$ cat src/rtl/regfile_write_arbiter_if.sv
// rtl/regfile_write_arbiter_if.sv - writeback sources, decode queries and GPR write channel
//
// Purpose: bundles every non-clock signal of regfile_write_arbiter.
// Ports (signals):
//   pipe_valid/pipe_addr/pipe_data   WB stage result, never back-pressured
//   lu_valid/lu_ready/lu_addr/lu_data long-latency result handshake
//   query_addr_1/2, query_hit_1/2    decode RAW lookup of pending results
//   write_en/write_addr/write_data   registered GPR file write channel
// Modports: slave = arbiter side, master = pipeline/decode/regfile side.
interface regfile_write_arbiter_if #(
  parameter int ADDR_WIDTH = 5,
  parameter int DATA_WIDTH = 32
);
  logic                  pipe_valid;
  logic [ADDR_WIDTH-1:0] pipe_addr;
  logic [DATA_WIDTH-1:0] pipe_data;

  logic                  lu_valid;
  logic                  lu_ready;
  logic [ADDR_WIDTH-1:0] lu_addr;
  logic [DATA_WIDTH-1:0] lu_data;

  logic [ADDR_WIDTH-1:0] query_addr_1;
  logic                  query_hit_1;
  logic [ADDR_WIDTH-1:0] query_addr_2;
  logic                  query_hit_2;

  logic                  write_en;
  logic [ADDR_WIDTH-1:0] write_addr;
  logic [DATA_WIDTH-1:0] write_data;

  modport slave (
    input  pipe_valid, pipe_addr, pipe_data,
    input  lu_valid, lu_addr, lu_data,
    output lu_ready,
    input  query_addr_1, query_addr_2,
    output query_hit_1, query_hit_2,
    output write_en, write_addr, write_data
  );

  modport master (
    output pipe_valid, pipe_addr, pipe_data,
    output lu_valid, lu_addr, lu_data,
    input  lu_ready,
    output query_addr_1, query_addr_2,
    input  query_hit_1, query_hit_2,
    input  write_en, write_addr, write_data
  );
endinterface

$ cat src/rtl/regfile_write_arbiter.sv
// rtl/regfile_write_arbiter.sv - GPR write-channel arbiter with long-latency result FIFO
//
// Purpose: sole driver of the register file write channel. The pipeline WB stage
//   always wins; long-latency results wait in a DEPTH-entry FIFO and drain in order
//   on cycles without a pipeline write. A pipeline write kills older buffered
//   results to the same register (WAW). Decode asks whether a register still has a
//   live buffered result so it can stall RAW consumers.
// Ports:
//   clk    in  rising-edge clock
//   rst_n  in  asynchronous active-low reset
//   bus    regfile_write_arbiter_if.slave (pipe_*, lu_*, query_*, write_*)
// Parameters: DEPTH (power of 2, >= 2), ADDR_WIDTH, DATA_WIDTH.
module regfile_write_arbiter #(
  parameter int DEPTH      = 4,
  parameter int ADDR_WIDTH = 5,
  parameter int DATA_WIDTH = 32
) (
  input  logic                         clk,
  input  logic                         rst_n,
  regfile_write_arbiter_if.slave       bus
);

  localparam int PTR_W = $clog2(DEPTH);
  localparam int CNT_W = PTR_W + 1;

  // FIFO state
  logic [PTR_W-1:0]      rd_ptr;
  logic [PTR_W-1:0]      wr_ptr;
  logic [CNT_W-1:0]      count;
  logic [DEPTH-1:0]      live_q;
  logic [DEPTH-1:0]      live_next;
  logic [ADDR_WIDTH-1:0] addr_mem [DEPTH];
  logic [DATA_WIDTH-1:0] data_mem [DEPTH];

  // Output register
  logic                  write_en_q;
  logic [ADDR_WIDTH-1:0] write_addr_q;
  logic [DATA_WIDTH-1:0] write_data_q;

  logic pipe_take;
  logic fifo_empty;
  logic fifo_full;
  logic push;
  logic pop;
  logic issue_lu;
  logic hit_1;
  logic hit_2;

  // Register 0 is hardwired; writes to it are discarded before arbitration.
  assign pipe_take  = bus.pipe_valid && (bus.pipe_addr != '0);
  assign fifo_empty = (count == '0);
  assign fifo_full  = (count == CNT_W'(DEPTH));

  // Ready comes only from the registered count: a pop this cycle does not
  // free a slot for an enqueue in the same cycle.
  assign push     = bus.lu_valid && !fifo_full && (bus.lu_addr != '0);

  // Head leaves whenever the pipe is idle; a killed head is simply dropped.
  assign pop      = !pipe_take && !fifo_empty;
  assign issue_lu = pop && live_q[rd_ptr];

  // Live bits: kill, then pop, then push. Slots outside the occupied range
  // are always kept at 0 so the query OR can scan every slot. The push slot
  // is never the popped slot (empty blocks pop, full blocks push), and the
  // kill compares only already-stored addresses, so a same-cycle enqueue to
  // the pipe's destination stays live.
  always_comb begin
    live_next = live_q;
    for (int i = 0; i < DEPTH; i++) begin
      if (pipe_take && (addr_mem[i] == bus.pipe_addr)) begin
        live_next[i] = 1'b0;
      end
    end
    if (pop) begin
      live_next[rd_ptr] = 1'b0;
    end
    if (push) begin
      live_next[wr_ptr] = 1'b1;
    end
  end

  always_ff @(posedge clk or negedge rst_n) begin
    if (!rst_n) begin
      rd_ptr <= '0;
      wr_ptr <= '0;
      count  <= '0;
      live_q <= '0;
    end else begin
      live_q <= live_next;
      if (push) begin
        wr_ptr <= wr_ptr + PTR_W'(1);
      end
      if (pop) begin
        rd_ptr <= rd_ptr + PTR_W'(1);
      end
      case ({push, pop})
        2'b10:   count <= count + CNT_W'(1);
        2'b01:   count <= count - CNT_W'(1);
        default: count <= count;
      endcase
    end
  end

  // Payload storage needs no reset: validity is carried entirely by live_q/count.
  always_ff @(posedge clk) begin
    if (push) begin
      addr_mem[wr_ptr] <= bus.lu_addr;
      data_mem[wr_ptr] <= bus.lu_data;
    end
  end

  // Write channel register. addr/data hold on idle cycles to avoid needless toggling.
  always_ff @(posedge clk or negedge rst_n) begin
    if (!rst_n) begin
      write_en_q   <= 1'b0;
      write_addr_q <= '0;
      write_data_q <= '0;
    end else begin
      write_en_q <= pipe_take || issue_lu;
      if (pipe_take) begin
        write_addr_q <= bus.pipe_addr;
        write_data_q <= bus.pipe_data;
      end else if (issue_lu) begin
        write_addr_q <= addr_mem[rd_ptr];
        write_data_q <= data_mem[rd_ptr];
      end
    end
  end

  // Pending-destination lookup over buffered entries only; the value sitting in
  // the output register is forwarded by the register file itself.
  always_comb begin
    hit_1 = 1'b0;
    hit_2 = 1'b0;
    for (int i = 0; i < DEPTH; i++) begin
      if (live_q[i] && (addr_mem[i] == bus.query_addr_1)) begin
        hit_1 = 1'b1;
      end
      if (live_q[i] && (addr_mem[i] == bus.query_addr_2)) begin
        hit_2 = 1'b1;
      end
    end
    if (bus.query_addr_1 == '0) begin
      hit_1 = 1'b0;
    end
    if (bus.query_addr_2 == '0) begin
      hit_2 = 1'b0;
    end
  end

  assign bus.lu_ready    = !fifo_full;
  assign bus.query_hit_1 = hit_1;
  assign bus.query_hit_2 = hit_2;
  assign bus.write_en    = write_en_q;
  assign bus.write_addr  = write_addr_q;
  assign bus.write_data  = write_data_q;

endmodule

$ cat src/flat_wrapper.sv
// flat-port wrapper written by rule: the top's interface ports become plain ports
module regfile_write_arbiter_flat 
#(
  parameter int DEPTH      = 4,
  parameter int ADDR_WIDTH = 5,
  parameter int DATA_WIDTH = 32
)
  (clk, rst_n, bus_pipe_valid, bus_pipe_addr, bus_pipe_data, bus_lu_valid, bus_lu_addr, bus_lu_data, bus_lu_ready, bus_query_addr_1, bus_query_addr_2, bus_query_hit_1, bus_query_hit_2, bus_write_en, bus_write_addr, bus_write_data);
  regfile_write_arbiter_if #(.ADDR_WIDTH(ADDR_WIDTH), .DATA_WIDTH(DATA_WIDTH)) bus_i ();
  input  logic clk;
  input  logic rst_n;
  input wire logic [$bits(bus_i.pipe_valid)-1:0] bus_pipe_valid;
  input wire logic [$bits(bus_i.pipe_addr)-1:0] bus_pipe_addr;
  input wire logic [$bits(bus_i.pipe_data)-1:0] bus_pipe_data;
  input wire logic [$bits(bus_i.lu_valid)-1:0] bus_lu_valid;
  input wire logic [$bits(bus_i.lu_addr)-1:0] bus_lu_addr;
  input wire logic [$bits(bus_i.lu_data)-1:0] bus_lu_data;
  output wire logic [$bits(bus_i.lu_ready)-1:0] bus_lu_ready;
  input wire logic [$bits(bus_i.query_addr_1)-1:0] bus_query_addr_1;
  input wire logic [$bits(bus_i.query_addr_2)-1:0] bus_query_addr_2;
  output wire logic [$bits(bus_i.query_hit_1)-1:0] bus_query_hit_1;
  output wire logic [$bits(bus_i.query_hit_2)-1:0] bus_query_hit_2;
  output wire logic [$bits(bus_i.write_en)-1:0] bus_write_en;
  output wire logic [$bits(bus_i.write_addr)-1:0] bus_write_addr;
  output wire logic [$bits(bus_i.write_data)-1:0] bus_write_data;
  assign bus_i.pipe_valid = bus_pipe_valid;
  assign bus_i.pipe_addr = bus_pipe_addr;
  assign bus_i.pipe_data = bus_pipe_data;
  assign bus_i.lu_valid = bus_lu_valid;
  assign bus_i.lu_addr = bus_lu_addr;
  assign bus_i.lu_data = bus_lu_data;
  assign bus_lu_ready = bus_i.lu_ready;
  assign bus_i.query_addr_1 = bus_query_addr_1;
  assign bus_i.query_addr_2 = bus_query_addr_2;
  assign bus_query_hit_1 = bus_i.query_hit_1;
  assign bus_query_hit_2 = bus_i.query_hit_2;
  assign bus_write_en = bus_i.write_en;
  assign bus_write_addr = bus_i.write_addr;
  assign bus_write_data = bus_i.write_data;
  regfile_write_arbiter #(.DEPTH(DEPTH), .ADDR_WIDTH(ADDR_WIDTH), .DATA_WIDTH(DATA_WIDTH)) u_core (.clk(clk), .rst_n(rst_n), .bus(bus_i));
endmodule
$ cat config.mk
export PLATFORM = sky130hd
export DESIGN_NAME = regfile_write_arbiter_flat
export DESIGN_NICKNAME = d
export VERILOG_FILES = /design/src/rtl/regfile_write_arbiter_if.sv /design/src/rtl/regfile_write_arbiter.sv /design/src/flat_wrapper.sv
export SDC_FILE = /design/constraint.sdc
export NUM_CORES = 1
export LEC_CHECK = 0
export CAP_MARGIN = 20
export CORE_ASPECT_RATIO = 0.7
export CORE_MARGIN = 5
export CORE_UTILIZATION = 30
export CTS_CLUSTER_SIZE = 28
export DETAILED_ROUTE_END_ITERATION = 8
export PLACE_DENSITY = 0.57
export SLEW_MARGIN = 10
export SYNTH_ARGS = -nofsm -noshare
export SYNTH_HDL_FRONTEND = slang
export SYNTH_SLANG_ARGS = --single-unit
$ cat constraint.sdc
create_clock -name clk -period 2.8 [get_ports clk]
set_input_delay 0.56 -clock clk [delete_from_list [all_inputs] [get_ports clk]]
set_output_delay 0.56 -clock clk [all_outputs]
set_load 0.01 [all_outputs]
==> results of run 1 <==
-- synth_stat cells, types with 2 or more instances --
cell / n
xor2_1: 46
buf_4: 3
clkbuf_1: 19
a21oi_1: 36
or4_1: 3
buf_6: 3
inv_1: 8
nand2_1: 11
buf_1: 4
edfxtp_1: 148
xnor2_1: 19
a32o_1: 4
nand4_1: 2
nand3_1: 14
dfrtp_1: 49
nor4_1: 12
ha_1: 9
buf_2: 8
and2_1: 4
nor2_1: 38
o21a_1: 2
mux4_2: 38
mux2i_1: 36
-- cell type report --
type / count / area share
tap: 371 / 0.0417
antenna: 1 / 0.000225
clock inverter: 11 / 0.0104
multi-input combinational: 283 / 0.237
clock buffer: 21 / 0.0413
inverter: 8 / 0.00270
timing repair buffer: 182 / 0.157
sequential: 197 / 0.509
-- per-layer routing --
metal / up-vias / wire length, um / GRT usage
met2: 157 / 9810 / 0.210
met5: - / 13 / 0
met4: 2 / 239 / 0.0356
li1: 2314 / - / -
met1: 2519 / 9550 / 0.188
met3: 21 / 1660 / 0.0542
-- worst max-delay path by stage --
stage                          start         endpoint  depth (start not counted)
6_report       u_core.addr_mem[2][4]  bus_query_hit_1                          7
5_1_grt        u_core.addr_mem[2][4]  bus_query_hit_1                          7
4_1_cts        u_core.addr_mem[0][4]  bus_query_hit_1                          7
3_5_place_dp     bus_query_addr_1[0]  bus_query_hit_1                          7
3_3_place_gp     bus_query_addr_1[3]  bus_query_hit_1                          7
2_1_floorplan       bus_pipe_addr[3]  u_core.count[2]                         12
-- kinds of logic (layout without fill, tap and decap cells) --
family / after synthesis / in the layout / synth area share
other cells: 0 / 1 / 0
mux: 75 / 75 / 0.145
xor+xnor: 65 / 65 / 0.0671
flops: 197 / 197 / 0.668
buf+inv: 45 / 222 / 0.0251
compound gates: 48 / 48 / 0.0330
fa+ha+maj: 10 / 10 / 0.0156
simple gates: 85 / 85 / 0.0464
-- sequential cells by signal, indices dropped and copies added, names as in the netlist --
register and count:
u_core.data_mem 128, u_core.bus.write_data 32, u_core.addr_mem 20, u_core.bus.write_addr 5, u_core.live_q 4, u_core.count 3, u_core.rd_ptr 2, u_core.wr_ptr 2
u_core.bus.write_en 1
-- what timing repair did --
| item | CTS | global route |
|---|---|---|
| hold endpoints to repair | 0 | 0 |
| setup endpoints to repair | 2 | 1 |
| pin swaps | 4 | 1 |
| gates resized for setup | 13 | 1 |
| buffers inserted | 17 | 5 |
-- metrics by stage --
stage / power [uW] / cells
finish: 10600 / 1074
global route: 11300 / 1074
CTS: 10700 / 1068
detailed placement: 8250 / 1019
global placement: 8100 / 1018
floorplan: 6530 / 525
-- where the power goes --
part | internal [uW] | switching (uW) | leakage (uW)
clock | 1290 | 1110 | 0.000273
combinational | 1930 | 1890 | 0.00184
sequential | 3990 | 383 | 0.00191
-- cell usage in the layout (no fill, tap or decap), types with 2 or more instances in the layout --
cell	n
edfxtp_1	148
clkdlybuf4s50_1	116
dfrtp_1	47
xor2_1	46
buf_4	46
nor2_1	38
mux4_2	38
a21oi_1	36
mux2i_1	36
xnor2_1	19
clkbuf_16	17
nand3_1	14
dlygate4sd2_1	11
nand2_1	10
nor4_1	9
ha_1	9
inv_1	8
buf_12	7
a32o_1	4
and2_2	4
or4_1	3
nor4_2	3
clkinv_4	3
clkinvlp_4	3
inv_6	3
nand4_1	2
o21a_1	2
clkbuf_8	2
clkbuf_1	2
buf_2	2
-- critical path: cells and delay by family (launching register included) --
family	cells	cell delay (ns)
flops	1	0.47
xor+xnor	1	0.16
buf+inv	2	0.46
simple gates	3	0.50
compound gates	1	0.12
==> impl_metrics.yaml, run 1 <==
run_status:
  status: "finished clean"
synth:
  syn_nets: 623
  yosysUniqueCellTypes: 32
  syn_area_per_cell_um2: 16.2
  ys_async_sr_fraction: 0.249
  netlist_area_um2: 8490
  ys_ff_latch: 197
  synth_area_leader_cell: "edfxtp_1"
  synth_top_area_share: 0.524
  synth-main-ff-cell: "edfxtp_1"
  seq_area_frac_synth: 0.668
  synth_edf_count: 148
  synth_area_leaders: "edfxtp_1 (52%), dfrtp_1 (14%), mux4_2 (10%), xor2_1 (4.7%), mux2i_1 (4.2%)"
  ys_warn_count: 0
  syn_inst: 525
drt:
  wire_per_inst_um: 19.8
  routed_wirelength_um: 21300
  ant_nets: 0
  route.detailed.drc: 0
  drt_first_pass_iters: 5
  drtIter0Drc: 257
  via_per_inst: 4.67
  vias: 5013
clocking:
  cts_tree: "yes"
  ctsLongestPathBuffers: 2
  clkSinkCount: 197
  clk_latency_ns: 0.44
  cts_buffers: 17
  clk_pin_slew_ns: 0.07
  cts_hold_buf: 0
  root_buffer: "clkbuf_16"
  htreeDepth: 4
sta:
  hold_viol: 0
  holdWs_ns: 0.150
  period_minus_slack_ns: 2.69
  relSlewSlack: 0.558
  fin_skew_ns: 0.0136
  rsz0062_at_grt: "false"
  tightestPinTransition_ns: 0.662
  fin_crit_sh: 0.962
  setup_viol: 0
  max_freq_mhz: 371
  setup_tns_ns: 0
  final_max_slew_viol_count: 0
  timing.final.ws_setup_ns: 0.107
setup_path:
  critPathKind: "register to primary output"
  r2r_setup_slack_ns: 0.55
  worstPathMaxFanout: 3
  endpoint_kind: "primary output"
  max_stage_delay_ns: 0.47
  arrival_ns: 2.13
  rr_worst_depth: 11
  regToRegEndpoint: "u_core.count[2]"
  path_cells: "buf_4 > xor2_1 > nor4_1 > nand3_1 > nand4_1 > o21a_1 > dlygate4sd2_1"
  required_ns: 2.24
  r2r-start: "u_core.count[0]"
  cp-start-kind: "register"
  crit_path_top_delay_cell: "edfxtp_1"
finish:
  nNetsFinal: 787
  layout-drive-gt1-share: 0.194
  areaGrowthSynthToFinish_pct: 31.3
  fillers: 2573
  fin_util: 0.400
  fin_area_um2: 11100
  multi_input_area_um2: 2640
  seq_area_um2: 5680
die:
  die-area_um2: 31800
  core_area_um2: 27800
  die_x_um: 211
  ios: 129
  start_util: 0.305
  rows: 51
  die-height_um: 151
grt:
  grt_overflow: 0
  antenna_found_initial: 2
  grt_max_degree: 49
  grt_pass1_wl_um: 32900
  grt_pass1_vias: 5468
  grt_usage: 0.139
placement:
  dp_slack_ns: -0.287
  place.gp.congestion: 0.850
  numPortBuffers: 128
  hpwl_um: 14400
  placed_area_um2: 10400
power:
  pwr_density_cell_nw_per_um2: 952
  p_leak_uw: 0.00402
  ir_worst_vdd_uv: 478
worst_hold_path:
  hold_class: "input port to asynchronous set/reset pin"
job:
  max_cap_viol_count: 0
(Power assumes the default switching activity.)
==> run 2, diff against run 1 <==
--- a/config.mk
+++ b/config.mk
@@ -12,7 +12,7 @@
 export CTS_CLUSTER_SIZE = 28
 export DETAILED_ROUTE_END_ITERATION = 8
 export PLACE_DENSITY = 0.57
-export SLEW_MARGIN = 10
+export SLEW_MARGIN = 20
 export SYNTH_ARGS = -nofsm -noshare
 export SYNTH_HDL_FRONTEND = slang
 export SYNTH_SLANG_ARGS = --single-unit
==> impl_metrics.yaml, run 2 (synthesized netlist as in run 1, its figures left out) <==
run_status:
  status: "finished clean"
finish:
  largest_reg_flops: 128
  fillers: 2572
  areaGrowthSynthToFinish_pct: 30.6
  fin_util: 0.398
  fin_area_um2: 11100
  layout_common_cells: "edfxtp_1 (148), clkdlybuf4s50_1 (119), dfrtp_1 (47)"
  largest-register: "u_core.data_mem"
  nNetsFinal: 776
  layout-drive-gt1-share: 0.180
  mostFrequentLayoutCell: "edfxtp_1"
grt:
  grt_pass1_wl_um: 32300
  grt_pass1_vias: 5416
  grt_max_degree: 49
  grt_overflow: 0
  grt_usage: 0.136
  antenna_found_initial: 2
setup_path:
  crit_buf_inv: 2
  max_stage_delay_ns: 0.52
  critPathKind: "input port to primary output"
  required_ns: 2.24
  path_cells: "clkdlybuf4s50_1 > xor2_1 > nor4_2 > nand3_1 > nand4_1 > o21a_1 > clkdlybuf4s15_1"
  worstPathMaxFanout: 5
  endpoint_kind: "primary output"
  arrival_ns: 2.17
  cp-start-kind: "input port"
  crit_path_top_delay_cell: "clkdlybuf4s50_1"
  cpLargestDelayFamily: "buffers and inverters"
die:
  core_area_um2: 27800
  start_util: 0.305
  die_x_um: 211
  rows: 51
  ios: 129
  die-height_um: 151
  die-area_um2: 31800
sta:
  max_freq_mhz: 366
  setup_viol: 0
  setup_tns_ns: 0
  relSlewSlack: 0.474
  hold_viol: 0
  holdWs_ns: 0.150
  tightestPinTransition_ns: 0.784
  timing.final.ws_setup_ns: 0.0669
  final_max_slew_viol_count: 0
  fin_skew_ns: 0.00742
  period_minus_slack_ns: 2.73
  fin_crit_sh: 0.976
clocking:
  clk_pin_slew_ns: 0.07
  clk_latency_ns: 0.43
  clkSinkCount: 197
  root_buffer: "clkbuf_16"
  ctsLongestPathBuffers: 2
  cts_buffers: 17
  htreeDepth: 4
  cts_tree: "yes"
drt:
  drtIter0Drc: 270
  routed_wirelength_um: 21100
  route.detailed.drc: 0
  vias: 4989
  drt_first_pass_iters: 5
  via_per_inst: 4.70
  ant_nets: 0
  wire_per_inst_um: 19.9
placement:
  place.gp.congestion: 0.850
  dp_slack_ns: -0.298
  numPortBuffers: 128
  placed_area_um2: 10400
  hpwl_um: 14400
power:
  ir_worst_vdd_uv: 447
  pwr_density_cell_nw_per_um2: 960
  p_leak_uw: 0.00398
worst_hold_path:
  hold_class: "input port to asynchronous set/reset pin"
job:
  max_cap_viol_count: 0
-- run 2: cell count changes in the layout (fill, tap and decap cells not counted), moves of 2 or more --
cell	delta
clkbuf_8	-2
buf_4	-10
clkdlybuf4s50_1	+3
bufinv_16	+2
dlygate4sd2_1	-5
-- run 2: layout make-up --
cell class / instances / area (um^2) / area share
flip-flops and latches: 197 / 5680 / 0.512
diodes: 1 / 2.50 / 0.000226
inverters: 8 / 30.0 / 0.00271
multi-input cells: 283 / 2640 / 0.238
repair buffers: 171 / 1680 / 0.152
clock buffers: 20 / 437 / 0.0394
clock inverters: 11 / 154 / 0.0139
well taps: 371 / 464 / 0.0419
-- run 2: power by group --
part / leakage [uW] / internal [uW] / switching [uW]
clock network: 0.000281 / 1410 / 1070
logic: 0.00179 / 1900 / 1870
registers: 0.00191 / 3990 / 405
total: 0.00398 / 7300 / 3340
-- run 2: worst paths after layout --
kind	startpoint	to	slack, ns	depth (start not counted)
setup / recovery	bus_query_addr_1[0]	bus_query_hit_1	0.07	7
hold / removal	rst_n	u_core.bus.write_en	0.15	1
setup reg to reg	u_core.count[0]	u_core.count[2]	0.52	11
hold reg to reg	u_core.bus.write_data[0]	u_core.bus.write_data[0]	0.53	2
max in group asynchronous	rst_n	u_core.bus.write_data[15]	2.07	2
min in group clk	u_core.bus.write_data[0]	u_core.bus.write_data[0]	0.53	2
-- run 2: per-stage QoR --
stage | std cells | power (uW)
floorplan | 525 | 6530
detailed placement | 1018 | 8240
global placement | 1018 | 8100
CTS | 1061 | 10800
finish | 1062 | 10600
global route | 1062 | 11300
-- run 2: layer usage --
metal	share of wire	up-vias	wire, um	track usage
met4	0.0090	2	189	0.0324
met5	0.00062	-	13	0
met1	0.44	2527	9320	0.183
li1	-	2277	-	-
met2	0.47	167	9840	0.213
met3	0.081	16	1720	0.0492
-- run 2: worst register-to-register path, cell delays in order (launching register included) --
cell,delay (ns)
dfrtp_1,0.43
inv_1,0.12
nand3_1,0.17
nand2_1,0.23
a21oi_1,0.13
inv_1,0.09
ha_1,0.18
inv_1,0.06
fa_1,0.37
xor2_1,0.15
nor2_1,0.11
xor2_1,0.16
-- run 2: repair_timing --
item	in CTS	in global routing
pin swaps	3	0
gates resized for setup	10	2
setup endpoints to repair	2	1
hold buffers	0	0
setup buffers	12	0
==> run 3, diff against run 2 <==
--- a/config.mk
+++ b/config.mk
@@ -5,12 +5,13 @@
 export SDC_FILE = /design/constraint.sdc
 export NUM_CORES = 1
 export LEC_CHECK = 0
-export CAP_MARGIN = 20
+export CAP_MARGIN = 15
 export CORE_ASPECT_RATIO = 0.7
 export CORE_MARGIN = 5
 export CORE_UTILIZATION = 30
 export CTS_CLUSTER_SIZE = 28
 export DETAILED_ROUTE_END_ITERATION = 8
+export HOLD_SLACK_MARGIN = 0.02
 export PLACE_DENSITY = 0.57
 export SLEW_MARGIN = 20
 export SYNTH_ARGS = -nofsm -noshare
==> results of run 3 <==
The final DEF is identical to that of run 2; final timing and power are the same.
